<file path="src/rtl/if_stage_if.sv">
// if_stage_if: request-stage, inst_sram response and decode
// handshake signals seen by the fetch stage.
interface if_stage_if;
  logic         pfs_to_fs_valid;
  logic [103:0] pfs_to_fs_bus;
  logic         fs_allowin;
  logic         fs_valid;
  logic         fs_inst_unable;
  logic         pfs_inst_waiting;
  logic         inst_sram_data_ok;
  logic [31:0]  inst_sram_rdata;
  logic         ds_allowin;
  logic         fs_to_ds_valid;
  logic [102:0] fs_to_ds_bus;
  logic         do_flush;

  modport master (
    output pfs_to_fs_valid,
    output pfs_to_fs_bus,
    input  fs_allowin,
    input  fs_valid,
    input  fs_inst_unable,
    output pfs_inst_waiting,
    output inst_sram_data_ok,
    output inst_sram_rdata,
    output ds_allowin,
    input  fs_to_ds_valid,
    input  fs_to_ds_bus,
    output do_flush
  );

  modport slave (
    input  pfs_to_fs_valid,
    input  pfs_to_fs_bus,
    output fs_allowin,
    output fs_valid,
    output fs_inst_unable,
    input  pfs_inst_waiting,
    input  inst_sram_data_ok,
    input  inst_sram_rdata,
    input  ds_allowin,
    output fs_to_ds_valid,
    output fs_to_ds_bus,
    input  do_flush
  );
endinterface

</file>
<file path="src/rtl/if_stage.sv">
// if_stage: instruction fetch stage; owns one inst_sram response
// per entry and discards responses orphaned by a flush.
module if_stage (
  input  logic      clk,
  input  logic      reset,
  if_stage_if.slave io
);
  typedef struct packed {
    logic        tlb_refill;
    logic [4:0]  excode;
    logic [31:0] badvaddr;
    logic        ex;
    logic [31:0] pc;
  } fs_bus_t;

  fs_bus_t     fs_bus_r;
  fs_bus_t     pfs_in;
  logic        pfs_inst_ok;
  logic [31:0] pfs_inst;

  logic        fs_valid_r;
  logic        fs_inst_ok_r;
  logic [31:0] fs_inst_r;
  logic [1:0]  cancel_cnt;
  logic [1:0]  cancel_nxt;

  logic        ex_r;
  logic        cnt_zero;
  logic        fs_waiting;
  logic        fs_data_hit;
  logic        fs_ready_go;
  logic        fs_allowin;
  logic [31:0] out_inst;

  assign {pfs_in.tlb_refill, pfs_inst_ok, pfs_inst,
          pfs_in.excode, pfs_in.badvaddr,
          pfs_in.ex, pfs_in.pc} = io.pfs_to_fs_bus;

  assign ex_r        = fs_bus_r.ex;
  assign cnt_zero    = (cancel_cnt == 2'd0);
  assign fs_waiting  = fs_valid_r & ~fs_inst_ok_r & ~ex_r;
  assign fs_data_hit = fs_waiting & io.inst_sram_data_ok
                     & cnt_zero;
  assign fs_ready_go = fs_inst_ok_r | ex_r | fs_data_hit;
  assign fs_allowin  = ~fs_valid_r
                     | (fs_ready_go & io.ds_allowin);

  // Every response in flight at a flush becomes a discard,
  // minus the one (if any) arriving in the flush cycle itself.
  assign cancel_nxt = cancel_cnt
                    + {1'b0, fs_waiting}
                    + {1'b0, io.pfs_inst_waiting}
                    - {1'b0, io.inst_sram_data_ok};

  always_comb begin
    out_inst = '0;
    if (fs_valid_r && !ex_r)
      out_inst = fs_inst_ok_r ? fs_inst_r
                              : io.inst_sram_rdata;
  end

  always_ff @(posedge clk) begin
    if (reset) begin
      fs_valid_r   <= 1'b0;
      fs_bus_r     <= '0;
      fs_inst_ok_r <= 1'b0;
      fs_inst_r    <= '0;
      cancel_cnt   <= '0;
    end else if (io.do_flush) begin
      fs_valid_r   <= 1'b0;
      fs_inst_ok_r <= 1'b0;
      cancel_cnt   <= cancel_nxt;
    end else begin
      if (io.inst_sram_data_ok && !cnt_zero)
        cancel_cnt <= cancel_cnt - 2'd1;
      if (fs_allowin) begin
        fs_valid_r <= io.pfs_to_fs_valid;
        if (io.pfs_to_fs_valid) begin
          fs_bus_r     <= pfs_in;
          fs_inst_ok_r <= pfs_inst_ok;
          fs_inst_r    <= pfs_inst;
        end
      end else if (fs_data_hit) begin
        fs_inst_ok_r <= 1'b1;
        fs_inst_r    <= io.inst_sram_rdata;
      end
    end
  end

  assign io.fs_allowin     = fs_allowin;
  assign io.fs_valid       = fs_valid_r;
  assign io.fs_inst_unable = ~fs_waiting & cnt_zero;
  assign io.fs_to_ds_valid = fs_valid_r & fs_ready_go
                           & ~io.do_flush;
  assign io.fs_to_ds_bus   = {fs_bus_r.tlb_refill,
                              fs_bus_r.excode,
                              fs_bus_r.badvaddr,
                              fs_bus_r.ex,
                              out_inst,
                              fs_bus_r.pc};
endmodule

</file>
<file path="src/flat_wrapper.sv">
// flat-port wrapper written by rule: the top's interface ports become plain ports
module if_stage_flat 
  (clk, reset, io_pfs_to_fs_valid, io_pfs_to_fs_bus, io_fs_allowin, io_fs_valid, io_fs_inst_unable, io_pfs_inst_waiting, io_inst_sram_data_ok, io_inst_sram_rdata, io_ds_allowin, io_fs_to_ds_valid, io_fs_to_ds_bus, io_do_flush);
  if_stage_if io_i ();
  input  logic clk;
  input  logic reset;
  input wire logic [$bits(io_i.pfs_to_fs_valid)-1:0] io_pfs_to_fs_valid;
  input wire logic [$bits(io_i.pfs_to_fs_bus)-1:0] io_pfs_to_fs_bus;
  output wire logic [$bits(io_i.fs_allowin)-1:0] io_fs_allowin;
  output wire logic [$bits(io_i.fs_valid)-1:0] io_fs_valid;
  output wire logic [$bits(io_i.fs_inst_unable)-1:0] io_fs_inst_unable;
  input wire logic [$bits(io_i.pfs_inst_waiting)-1:0] io_pfs_inst_waiting;
  input wire logic [$bits(io_i.inst_sram_data_ok)-1:0] io_inst_sram_data_ok;
  input wire logic [$bits(io_i.inst_sram_rdata)-1:0] io_inst_sram_rdata;
  input wire logic [$bits(io_i.ds_allowin)-1:0] io_ds_allowin;
  output wire logic [$bits(io_i.fs_to_ds_valid)-1:0] io_fs_to_ds_valid;
  output wire logic [$bits(io_i.fs_to_ds_bus)-1:0] io_fs_to_ds_bus;
  input wire logic [$bits(io_i.do_flush)-1:0] io_do_flush;
  assign io_i.pfs_to_fs_valid = io_pfs_to_fs_valid;
  assign io_i.pfs_to_fs_bus = io_pfs_to_fs_bus;
  assign io_fs_allowin = io_i.fs_allowin;
  assign io_fs_valid = io_i.fs_valid;
  assign io_fs_inst_unable = io_i.fs_inst_unable;
  assign io_i.pfs_inst_waiting = io_pfs_inst_waiting;
  assign io_i.inst_sram_data_ok = io_inst_sram_data_ok;
  assign io_i.inst_sram_rdata = io_inst_sram_rdata;
  assign io_i.ds_allowin = io_ds_allowin;
  assign io_fs_to_ds_valid = io_i.fs_to_ds_valid;
  assign io_fs_to_ds_bus = io_i.fs_to_ds_bus;
  assign io_i.do_flush = io_do_flush;
  if_stage u_core (.clk(clk), .reset(reset), .io(io_i));
endmodule
</file>
<file path="config.mk">
export PLATFORM = sky130hd
export DESIGN_NAME = if_stage_flat
export DESIGN_NICKNAME = d
export VERILOG_FILES = /design/src/rtl/if_stage_if.sv /design/src/rtl/if_stage.sv /design/src/flat_wrapper.sv
export SDC_FILE = /design/constraint.sdc
export NUM_CORES = 1
export LEC_CHECK = 0
export ABC_AREA = 1
export BUFFER_PORTS_ARGS = -buffer_cell sky130_fd_sc_hd__buf_4
export CORE_ASPECT_RATIO = 1.4
export CORE_UTILIZATION = 50
export DETAILED_ROUTE_END_ITERATION = 10
export PLACE_DENSITY = 0.9
export REMOVE_ABC_BUFFERS = 1
export SYNTH_ARGS = -nofsm -noshare
export SYNTH_HDL_FRONTEND = slang
export SYNTH_SLANG_ARGS = --single-unit
</file>
<file path="constraint.sdc">
create_clock -name clk -period 4.6 [get_ports clk]
set_input_delay 1.38 -clock clk [delete_from_list [all_inputs] [get_ports clk]]
set_output_delay 1.38 -clock clk [all_outputs]
set_load 0.03 [all_outputs]
</file>
Word level (Yosys, flattened, before mapping). Index checks and enable logic that the tools add are counted.

Bits in registers: 107. Bits of input ports: 143.

Add/sub/neg operators: 4. Equal/unequal tests: 1. Mux-type cells: 10. Bitwise gates (word level): 16. Reductions and logical operators: 11.

Operators by type and width (count): 32-bit 2-to-1 mux (5); 1-bit AND (8); 3-bit AND reduction (2); 1-bit inverter (5); 2-bit by 1-bit adder with 2-bit output (2); 2-bit 2-to-1 mux (2); 2-bit nonzero test (2); 1-bit 2-to-1 mux (3); 1-bit bitwise OR (3); 1-bit logical AND (2); 1-bit logical NOT (2); 2-bit logical NOT (1); 2-bit inequality test (second input constant) (1); 2-bit AND reduction (1); 2-bit OR reduction (1); 2-bit by 1-bit subtractor with 2-bit output (1); 2-bit by 1-bit subtractor with 2-bit output (second input constant) (1).

Depth between registers and ports, before layout. Gate-level depths: netlist of the first run.

Depth in word-level cells: 10. Mapped depth: 15. Mapped depth without buffers: 13.

Worst setup path after synthesis of the first run. Ideal clock, no wire load.

Path type: in2out. From: input port io_inst_sram_rdata[24]. To: output port io_fs_to_ds_bus[56]. Arrival: 2189 ps. Setup slack: 1031 ps. Cell stages on the path: 2. Path buffers: 0. Path through: nor2_1 > a211oi_1.

Word-level cells in the longest chain between the ends: 2.

Ends and longest elaborated chain: start: declaration (line flat_wrapper.sv:14) `input wire logic [$bits(io_i.inst_sram_rdata)-1:0] io_inst_sram_rdata;`; 32-bit 2-to-1 mux (line if_stage.sv:58) `out_inst = fs_inst_ok_r ? fs_inst_r`; 32-bit 2-to-1 mux (line if_stage.sv:57) `if (fs_valid_r && !ex_r)`; end: declaration (line flat_wrapper.sv:17) `output wire logic [$bits(io_i.fs_to_ds_bus)-1:0] io_fs_to_ds_bus;`.

Every way passes these cells.

Worst setup path after layout of the first run.
From: input port io_inst_sram_data_ok. To: output port io_fs_allowin.

Word-level cells in the longest chain between the ends: 5.

Ends and longest elaborated chain: start: declaration (line flat_wrapper.sv:13) `input wire logic [$bits(io_i.inst_sram_data_ok)-1:0] io_inst_sram_data_ok;`; 1-bit AND (line if_stage.sv:42) `assign fs_data_hit = fs_waiting & io.inst_sram_data_ok`; 1-bit AND (line if_stage.sv:43) `& cnt_zero;`; 1-bit bitwise OR (line if_stage.sv:44) `assign fs_ready_go = fs_inst_ok_r | ex_r | fs_data_hit;`; 1-bit AND (line if_stage.sv:46) `| (fs_ready_go & io.ds_allowin);`; 1-bit bitwise OR (line if_stage.sv:46); end: declaration (line flat_wrapper.sv:9) `output wire logic [$bits(io_i.fs_allowin)-1:0] io_fs_allowin;`.

Every way passes these cells.

==> impl_metrics.toml, run 1 <==
[synthesis]
area_of_the_mapped_netlist_sq_mm = 0.00502
avgSynthCellArea_sq_um = 6.74
synth_enable_flop_cells = 0
synth.cells.most_frequent = "sky130_fd_sc_hd__nand2_1, sky130_fd_sc_hd__dfxtp_1, sky130_fd_sc_hd__nand3_1"
synth_area_leaders = "sky130_fd_sc_hd__dfxtp_1, sky130_fd_sc_hd__nand2_1, sky130_fd_sc_hd__nand3_1, sky130_fd_sc_hd__nor2_1, sky130_fd_sc_hd__a21oi_1"
synthesis_warning_total = 0
synth_most_common_cell = "sky130_fd_sc_hd__nand2_1"
synth_sequential_area_ratio = 0.426
synth_largest_type_area_fraction = 0.426
synth.largest_area_cell = "sky130_fd_sc_hd__dfxtp_1"
synthCells = 746
synth_cell_types = 23
synth_seq_cells = 107
synthFlopType = "sky130_fd_sc_hd__dfxtp_1"
synthArstFlopShare = 0

[route]
total_number_of_vias = 5609
vias_per_cell = 5.15
route.final.wire_length_mm = 15.2
post-route-drc-count = 0
firstDrtPassIters = 5
drt_iter0_drc = 241
wire_per_inst_um = 13.9
drt.antenna.violating_nets = 0

[floorplan]
core-area_sq_mm = 0.00962
dieArea_sq_mm = 0.0105
row_count = 42
effective_utilization_at_floorplan = 0.523
num_io_pins = 250
die_h_um = 121
die_width_um = 86.7

[clock_tree]
clk_root_buffer_cell = "sky130_fd_sc_hd__clkbuf_16"
ctsResizeCount = 0
cts.htree.levels = 3
post_cts_buffers = 0
cts_buffers = 9
cts.reportedPaths.clkPinSlew_ps = 70
worstSkewPairLatency_ps = 350
cts_hold_buffers = 0
clock-sinks = 107
cts_tree = "yes"
cts.path.max_buffers = 2

[timing]
timing.final.setup_violations = 0
finalCritPeriodShare = 0.821
unrepaired_setup_endpoints_after_global_routing = "false"
min_period_ps = 3780
worst_pin_slew_ps = 1170
final_hold_viol_count = 0
timing.hold.ws_ps = 461
worst_rel_slew_slack = 0.216
timing.final.max_slew_violations = 0
finalClockSkew_ps = 7.56
fin_setup_tns_ps = 0
timing.fmax_ghz = 0.265

[worst_setup_path]
worstPathMaxFanout = 23
endpoint_kind = "primary output"
critPathLaunchType = "input port"
worstSetupPathType = "input port to primary output"
crit_chain = "buf_4, ha_1, nand2_1, nand2_1, nand2_2, nand2_4, buf_4"
max_stage_delay_ps = 250
critical_path.slowest_cell = "sky130_fd_sc_hd__buf_4"
cp_data_required_time_ps = 3220
top_cell_family_by_delay_on_the_critical_path = "simple AND/OR/NAND/NOR gates"
critical_path.n_buffers_inverters = 2
worstPathArrival_ps = 2400

[global_routing]
globalRouteOverflowTotal = 0
antenna_violations_before_repair = 0
grt.total_usage = 0.286
grt_pass1_vias = 5064
grt_first_pass_wirelength_mm = 23.7
pin_count_of_the_biggest_net_entering_global_routing = 87

[power]
power.density_cell_area_mw_per_mm2 = 315
power.net_switching_uw = 674
total_leakage_power_uw = 0.00350
power.clock.fraction = 0.325
pwr-share-seq = 0.448
switching_share = 0.300
intPower_uw = 1570
share_comb_of_total_power = 0.227
ir_worst_vdd_mv = 0.306

[cells_and_area]
antenna_cells = 0
final_layout_size_suffix_gt1_frac = 0.292
area_growth_syn_to_fin_pct = 41.9
num-nets-final = 1100

[flow_run]
max_cap_violations = 0

[placed_design]
place_congestion = 0.830
dp_hpwl_mm = 10.2
numPortBuffers = 249

[outcome]
run_status = "complete, no violations"

[hold_path]
timing.hold.worst.class = "register to register"
-- logic make-up after synthesis --
kind of cell    Yosys count  share of synthesized area
compound gates          111                      0.128
xor+xnor                  2                    0.00349
fa+ha+maj                 4                     0.0115
buf+inv                 102                     0.0847
flops                   107                      0.426
simple gates            420                      0.346
-- path summary, 6_finish.rpt --
check	cells past startpoint	start	slack, ps	end
hold / removal	2	u_core.io.fs_to_ds_bus[95]$_SDFFE_PP0P_	460	u_core.io.fs_to_ds_bus[95]$_SDFFE_PP0P_
setup / recovery	7	io_inst_sram_data_ok	820	io_fs_allowin
setup reg to reg	13	u_core.io.fs_valid$_SDFFE_PP0P_	1660	u_core.fs_inst_r[25]$_SDFFE_PP0P_
hold reg to reg	2	u_core.io.fs_to_ds_bus[95]$_SDFFE_PP0P_	460	u_core.io.fs_to_ds_bus[95]$_SDFFE_PP0P_
-- sequential cells by signal (all words and copies together) (netlist names) --
signal	count
u_core.ex_r	1
u_core.fs_inst_r	32
u_core.fs_inst_ok_r	1
u_core.cancel_cnt	2
u_core.io.fs_valid	1
u_core.io.fs_to_ds_bus	70
-- placed cells by master, fill, tap and decap left out, drive strengths merged --
cell and n:
fa 1, ha 3, xor2 1, clkbuf 10, clkinv 1, a221oi 1
buf 257, clkinvlp 3, nor2 104, a21oi 73, a21boi 1, nand3 105
inv 42, dfxtp 107, o31ai 1, nand2 211, xnor2 1, o21ai 3
a211oi 32
-- power by group through the flow --
stage | clock network, uW | registers [uW] | logic (uW)
3_5_place_dp | 0 | 1030 | 506
2_1_floorplan | 0 | 1090 | 212
3_3_place_gp | 0 | 1020 | 500
5_1_grt | 781 | 1010 | 557
6_report | 731 | 1010 | 509
4_1_cts | 746 | 1010 | 509
-- routing by layer --
metal / track usage / part of all wire
met3: 0.108 / 0.11
met1: 0.331 / 0.38
met5: 0 / 0
met4: 0.0979 / 0.023
met2: 0.481 / 0.48
-- layout make-up --
class | instances | area, sq um
Sequential cell | 107 | 2140
Tap cell | 132 | 165
Inverter | 41 | 154
Fill cell | 790 | 2480
Multi-Input combinational cell | 537 | 2460
Clock buffer | 10 | 239
Timing Repair Buffer | 257 | 1930
Clock inverter | 5 | 38.8
-- worst register-to-register path, delay by kind of cell (launching register included) --
kind	cells	cell delay, ps
simple gates	9	1170
fa+ha+maj	1	140
buf+inv	3	1240
flops	1	350
-- per-stage QoR --
stage | utilization | instances | total power [uW] | setup slack (ps) | area (sq um)
after detailed placement | 0.713 | 1074 | 1530 | 829 | 6850
final | 0.742 | 1089 | 2250 | 825 | 7130
after global routing | 0.742 | 1089 | 2350 | 759 | 7130
after global placement | 0.713 | 1074 | 1520 | 850 | 6850
after CTS | 0.742 | 1089 | 2260 | 828 | 7130
after floorplan | - | 685 | 1300 | 271 | 4750
No activity file was read; power rests on OpenSTA's default activity.
==> run 2, diff against run 1 <==
--- a/config.mk
+++ b/config.mk
@@ -8,9 +8,9 @@
 export ABC_AREA = 1
 export BUFFER_PORTS_ARGS = -buffer_cell sky130_fd_sc_hd__buf_4
 export CORE_ASPECT_RATIO = 1.4
-export CORE_UTILIZATION = 50
+export CORE_UTILIZATION = 46
 export DETAILED_ROUTE_END_ITERATION = 10
-export PLACE_DENSITY = 0.9
+export PLACE_DENSITY = 0.84
 export REMOVE_ABC_BUFFERS = 1
 export SYNTH_ARGS = -nofsm -noshare
 export SYNTH_HDL_FRONTEND = slang
==> constraint.sdc (replaced) <==
create_clock -name clk -period 3.9 [get_ports clk]
set_input_delay 1.17 -clock clk [delete_from_list [all_inputs] [get_ports clk]]
set_output_delay 1.17 -clock clk [all_outputs]
set_load 0.03 [all_outputs]
==> run 2 against run 1 <==
  * First-iteration DRC count shrank 29%
  * Clock skew grew 4.8 ps
  * Cell area grew 1.2%
  * Worst hold slack gained 1.4 ps
  * Sequential cell count is the same
  * Clock power grew 29%
  * Global-route usage shrank 2.8 points
  * Utilization shrank 5.5 points
  * Die area grew 8.5%
  * Combinational power grew 18%
  * Worst setup slack lost 140 ps
  * Largest cell class unchanged
  * Largest power group unchanged
  * Highest routed layer unchanged
==> impl_metrics.toml, run 2 (same netlist as run 1, synthesis figures left out) <==
[timing]
finalClockSkew_ps = 12.4
min_period_ps = 3220
timing.final.max_slew_violations = 0
worst_rel_slew_slack = 0.482
finalCritPeriodShare = 0.825
timing.fmax_ghz = 0.311
timing.final.setup_violations = 0
worst_pin_slew_ps = 777
timing.hold.ws_ps = 463
final_hold_viol_count = 0
fin_setup_tns_ps = 0
unrepaired_setup_endpoints_after_global_routing = "false"

[worst_setup_path]
max_stage_delay_ps = 680
crit_chain = "nor2_1, nand2_1, inv_1, ha_1, nand2_1, nand2_1, nand2_2, nand2_4, buf_4"
reg2reg_slack_ps = 1010
cp_data_required_time_ps = 2730
timing.critical_path.mode_cell = "sky130_fd_sc_hd__nand2_1"
worstPathArrival_ps = 2050
worstPathMaxFanout = 29
worstSetupPathType = "register to primary output"
critPathLaunchType = "register"
r2r-end = "u_core.fs_inst_r[14]$_SDFFE_PP0P_"
worst_r2r_path_depth = 13
crit-reg2reg-launch = "u_core.fs_inst_ok_r$_SDFFE_PP0P_"
endpoint_kind = "primary output"
critical_path.slowest_cell = "sky130_fd_sc_hd__dfxtp_2"

[clock_tree]
ctsResizeCount = 0
cts.htree.levels = 3
cts_tree = "yes"
clk_root_buffer_cell = "sky130_fd_sc_hd__clkbuf_16"
cts.path.max_buffers = 2
cts_buffers = 9
clock-sinks = 107
post_cts_buffers = 0
cts_hold_buffers = 0
worstSkewPairLatency_ps = 350
cts.reportedPaths.clkPinSlew_ps = 80

[cells_and_area]
area_growth_syn_to_fin_pct = 43.6
most_frequent_cells_in_the_layout = "sky130_fd_sc_hd__buf_4, sky130_fd_sc_hd__nand2_1, sky130_fd_sc_hd__dfxtp_1"
utilization = 0.686
seqCellArea_sq_mm = 0.00214
antenna_cells = 0
finish.instance_area_sq_mm = 0.00722
layout_commonest_cell = "sky130_fd_sc_hd__buf_4"
nFillCells = 932
num-nets-final = 1104
final_layout_size_suffix_gt1_frac = 0.295
multi_input_area_sq_mm = 0.00246
max_ffs_per_register = 70

[placed_design]
numPortBuffers = 249
dp_hpwl_mm = 10.4
place_congestion = 0.787
post_dp_cell_area_sq_mm = 0.00690

[global_routing]
grt.total_usage = 0.258
pin_count_of_the_biggest_net_entering_global_routing = 78
antenna_violations_before_repair = 0
grt_first_pass_wirelength_mm = 23.8
grt_pass1_vias = 5076
globalRouteOverflowTotal = 0

[route]
wire_per_inst_um = 13.8
vias_per_cell = 5.11
total_number_of_vias = 5624
firstDrtPassIters = 5
route.final.wire_length_mm = 15.2
drt.antenna.violating_nets = 0
post-route-drc-count = 0
drt_iter0_drc = 170

[flow_run]
max_cap_violations = 0

[hold_path]
hold_path.startpoint = "u_core.io.fs_to_ds_bus[66]$_SDFFE_PP0P_"
holdPathStages = 2
timing.hold.worst.class = "register to register"
min_delay_worst_endpoint = "u_core.io.fs_to_ds_bus[66]$_SDFFE_PP0P_"

[floorplan]
effective_utilization_at_floorplan = 0.478
dieArea_sq_mm = 0.0114
num_io_pins = 250
die_width_um = 90.3
row_count = 44
die_h_um = 126
core-area_sq_mm = 0.0105

[power]
power.density_cell_area_mw_per_mm2 = 379
ir_worst_vdd_mv = 0.338
total_leakage_power_uw = 0.00354

[outcome]
run_status = "complete, no violations"
[run 2: layout make-up]
cell class	instances	area share
tap	138	0.0239
clock buffer	9	0.0312
clock inverter	7	0.0121
inverter	41	0.0213
multi-input combinational	537	0.341
timing repair buffer	261	0.273
sequential	107	0.297
[run 2: per-layer routing]
| layer | GRT usage | vias to the layer above | wire (um) |
|---|---|---|---|
| met3 | 0.0815 | 15 | 1480 |
| met5 | 0 | - | 0 |
| met4 | 0.0854 | 0 | 215 |
| met2 | 0.435 | 247 | 7370 |
| li1 | - | 2823 | - |
| met1 | 0.311 | 2539 | 6140 |
[run 2: worst max path at each step]
stage | start | endpoint
global route | u_core.fs_inst_ok_r$_SDFFE_PP0P_ | io_fs_allowin
global placement | io_inst_sram_data_ok | io_fs_allowin
detailed placement | io_inst_sram_data_ok | u_core.fs_inst_r[13]$_SDFFE_PP0P_
CTS | u_core.fs_inst_ok_r$_SDFFE_PP0P_ | io_fs_allowin
floorplan | u_core.fs_inst_ok_r$_SDFFE_PP0P_ | u_core.ex_r$_SDFFE_PP0P_
finish | u_core.fs_inst_ok_r$_SDFFE_PP0P_ | io_fs_allowin
[run 2: power breakdown]
| group | total [uW] | switching (uW) | internal, uW |
|---|---|---|---|
| Clock | 944 | 433 | 511 |
| Combinational | 602 | 352 | 250 |
| Sequential | 1190 | 30.7 | 1160 |
| Total | 2740 | 816 | 1920 |
[run 2: worst max-delay path: cells and delay by family (launching register included)]
| kind | cells | cell delay, ps |
|---|---|---|
| simple gates | 6 | 600 |
| fa+ha+maj | 1 | 170 |
| flops | 1 | 680 |
| buf+inv | 2 | 260 |
[run 2: metrics by stage]
stage / cells / power [uW] / setup WS, ps
detailed placement: 1084 / 1810 / 717
global route: 1100 / 2860 / 527
finish: 1100 / 2740 / 683
CTS: 1100 / 2750 / 679
global placement: 1084 / 1810 / 758
floorplan: 685 / 1530 / -291
==> run 3, diff against run 2 <==
--- a/config.mk
+++ b/config.mk
@@ -8,9 +8,9 @@
 export ABC_AREA = 1
 export BUFFER_PORTS_ARGS = -buffer_cell sky130_fd_sc_hd__buf_4
 export CORE_ASPECT_RATIO = 1.4
-export CORE_UTILIZATION = 46
+export CORE_UTILIZATION = 42
 export DETAILED_ROUTE_END_ITERATION = 10
-export PLACE_DENSITY = 0.84
+export PLACE_DENSITY = 0.81
 export REMOVE_ABC_BUFFERS = 1
 export SYNTH_ARGS = -nofsm -noshare
 export SYNTH_HDL_FRONTEND = slang
==> constraint.sdc (replaced) <==
create_clock -name clk -period 2.7 [get_ports clk]
set_input_delay 0.81 -clock clk [delete_from_list [all_inputs] [get_ports clk]]
set_output_delay 0.81 -clock clk [all_outputs]
set_load 0.03 [all_outputs]
==> run 3 against run 2 <==
  * Sequential cell count unchanged
  * Count of clock-buffer cells in the layout increased by 1
  * Critical path depth unchanged
  * Critical endpoint unchanged
  * Largest cell class unchanged
  * Highest routed layer unchanged
==> impl_metrics.toml, run 3 (same netlist as run 1, synthesis figures left out) <==
[outcome]
run_status = "complete, no violations"

[cells_and_area]
layout.cells.non_filler = 1107
area_growth_syn_to_fin_pct = 44.6
final_layout_size_suffix_gt1_frac = 0.297
antenna_cells = 0
nFillCells = 1112
most_frequent_cells_in_the_layout = "sky130_fd_sc_hd__buf_4, sky130_fd_sc_hd__nand2_1, sky130_fd_sc_hd__dfxtp_1"
utilization = 0.631
num-nets-final = 1105
finish.instance_area_sq_mm = 0.00727
layout_commonest_cell = "sky130_fd_sc_hd__buf_4"
max_ffs_per_register = 70

[global_routing]
grt.total_usage = 0.236
pin_count_of_the_biggest_net_entering_global_routing = 71
grt_pass1_vias = 5183
grt_first_pass_wirelength_mm = 23.6
antenna_violations_before_repair = 0
globalRouteOverflowTotal = 0

[floorplan]
core-area_sq_mm = 0.0115
dieArea_sq_mm = 0.0124
effective_utilization_at_floorplan = 0.437
row_count = 46
die_h_um = 131
num_io_pins = 250
die_width_um = 94.4

[placed_design]
dp.cells = 1091
numPortBuffers = 249
place_congestion = 0.813
post_dp_cell_area_sq_mm = 0.00694
dp_hpwl_mm = 10.2

[route]
drt.antenna.violating_nets = 0
total_number_of_vias = 5556
wire_per_inst_um = 13.4
post-route-drc-count = 0
vias_per_cell = 5.02
firstDrtPassIters = 5
drt_iter0_drc = 190
route.final.wire_length_mm = 14.8

[clock_tree]
cts_buffers = 9
cts.htree.levels = 3
clock-sinks = 107
cts_tree = "yes"
cts.reportedPaths.clkPinSlew_ps = 70
worstSkewPairLatency_ps = 340
cts.path.max_buffers = 2
clk_root_buffer_cell = "sky130_fd_sc_hd__clkbuf_16"

[worst_setup_path]
crit-reg2reg-launch = "u_core.fs_inst_ok_r$_SDFFE_PP0P_"
max_stage_delay_ps = 390
critical_path.slowest_cell = "sky130_fd_sc_hd__dfxtp_4"
cp_data_required_time_ps = 1890
timing.critical_path.mode_cell = "sky130_fd_sc_hd__nand2_1"
crit_chain = "nor2_1, nand2_1, inv_1, ha_1, nand2_1, nand2_1, nand2_2, nand2_4, buf_6"
worstPathMaxFanout = 9
worstSetupPathType = "register to primary output"
reg2reg_slack_ps = 400
endpoint_kind = "primary output"
worstPathArrival_ps = 1750
worst_r2r_path_depth = 11
critPathLaunchType = "register"
r2r-end = "u_core.io.fs_to_ds_bus[26]$_SDFFE_PP0P_"

[timing]
finalClockSkew_ps = 13.3
timing.hold.ws_ps = 461
worst_rel_slew_slack = 0.554
worst_pin_slew_ps = 669
finalCritPeriodShare = 0.949
timing.fmax_ghz = 0.390
unrepaired_setup_endpoints_after_global_routing = "false"
timing.final.setup_violations = 0
timing.final.max_slew_violations = 0
final_hold_viol_count = 0
min_period_ps = 2560

[hold_path]
min_delay_worst_endpoint = "u_core.io.fs_to_ds_bus[66]$_SDFFE_PP0P_"
holdPathStages = 2
timing.hold.worst.class = "register to register"
hold_path.startpoint = "u_core.io.fs_to_ds_bus[66]$_SDFFE_PP0P_"

[flow_run]
max_cap_violations = 0

[power]
power.density_cell_area_mw_per_mm2 = 547
fin_total_pwr_uw = 3980
ir_worst_vdd_mv = 0.379
total_leakage_power_uw = 0.00356
[run 3: worst max-delay path, delay by kind of cell (launching register included)]
kind | cells | cell delay (ps)
adders and majority gates | 1 | 140
and+or+nand+nor | 6 | 650
DFF | 1 | 390
buffers and inverters | 2 | 240
[run 3: timing repair]
item	CTS	global route
setup endpoints to repair	0	2
gates resized for setup	0	3
hold buffers	0	0
setup buffers	0	0
[run 3: stage by stage]
stage / TNS [ps] / setup WS [ps]
6_report: 0 / 136
3_5_place_dp: 0 / 157
4_1_cts: 0 / 70.6
5_1_grt: 0 / 11.5
2_1_floorplan: -172100 / -1490
3_3_place_gp: 0 / 208
[run 3: routing by layer]
layer / GRT usage / vias to the layer above / wire length [um]
met5: 0 / - / 0
met4: 0.0615 / 0 / 158
met3: 0.0874 / 12 / 1550
met2: 0.419 / 208 / 7280
met1: 0.257 / 2502 / 5830
li1: - / 2834 / -
[run 3: power breakdown]
| group | total, uW | switching, uW | internal (uW) |
|---|---|---|---|
| registers | 1710 | 42.5 | 1670 |
| clock network | 1390 | 622 | 764 |
| logic | 877 | 511 | 366 |
| total | 3980 | 1180 | 2800 |
[run 3: worst max-delay path by stage]
| stage | startpoint | slack [ps] | end | cells after the start |
|---|---|---|---|---|
| 3_3_place_gp | io_inst_sram_data_ok | 210 | io_fs_allowin | 7 |
| 6_report | u_core.fs_inst_ok_r$_SDFFE_PP0P_ | 140 | io_fs_allowin | 9 |
| 5_1_grt | u_core.fs_inst_ok_r$_SDFFE_PP0P_ | 10 | io_fs_allowin | 9 |
| 3_5_place_dp | io_inst_sram_data_ok | 160 | u_core.fs_inst_r[18]$_SDFFE_PP0P_ | 11 |
| 4_1_cts | u_core.io.fs_valid$_SDFFE_PP0P_ | 70 | io_fs_to_ds_bus[32] | 4 |
| 2_1_floorplan | u_core.fs_inst_ok_r$_SDFFE_PP0P_ | -1490 | u_core.ex_r$_SDFFE_PP0P_ | 11 |
[run 3: area by class of cell]
| class | instances | area, sq um | area share |
|---|---|---|---|
| clock buffers | 10 | 239 | 0.0329 |
| well taps | 144 | 180 | 0.0248 |
| clock inverters | 6 | 76.3 | 0.0105 |
| inverters | 41 | 154 | 0.0212 |
| repair buffers | 262 | 2010 | 0.276 |
| multi-input cells | 537 | 2460 | 0.339 |
| flip-flops and latches | 107 | 2150 | 0.295 |
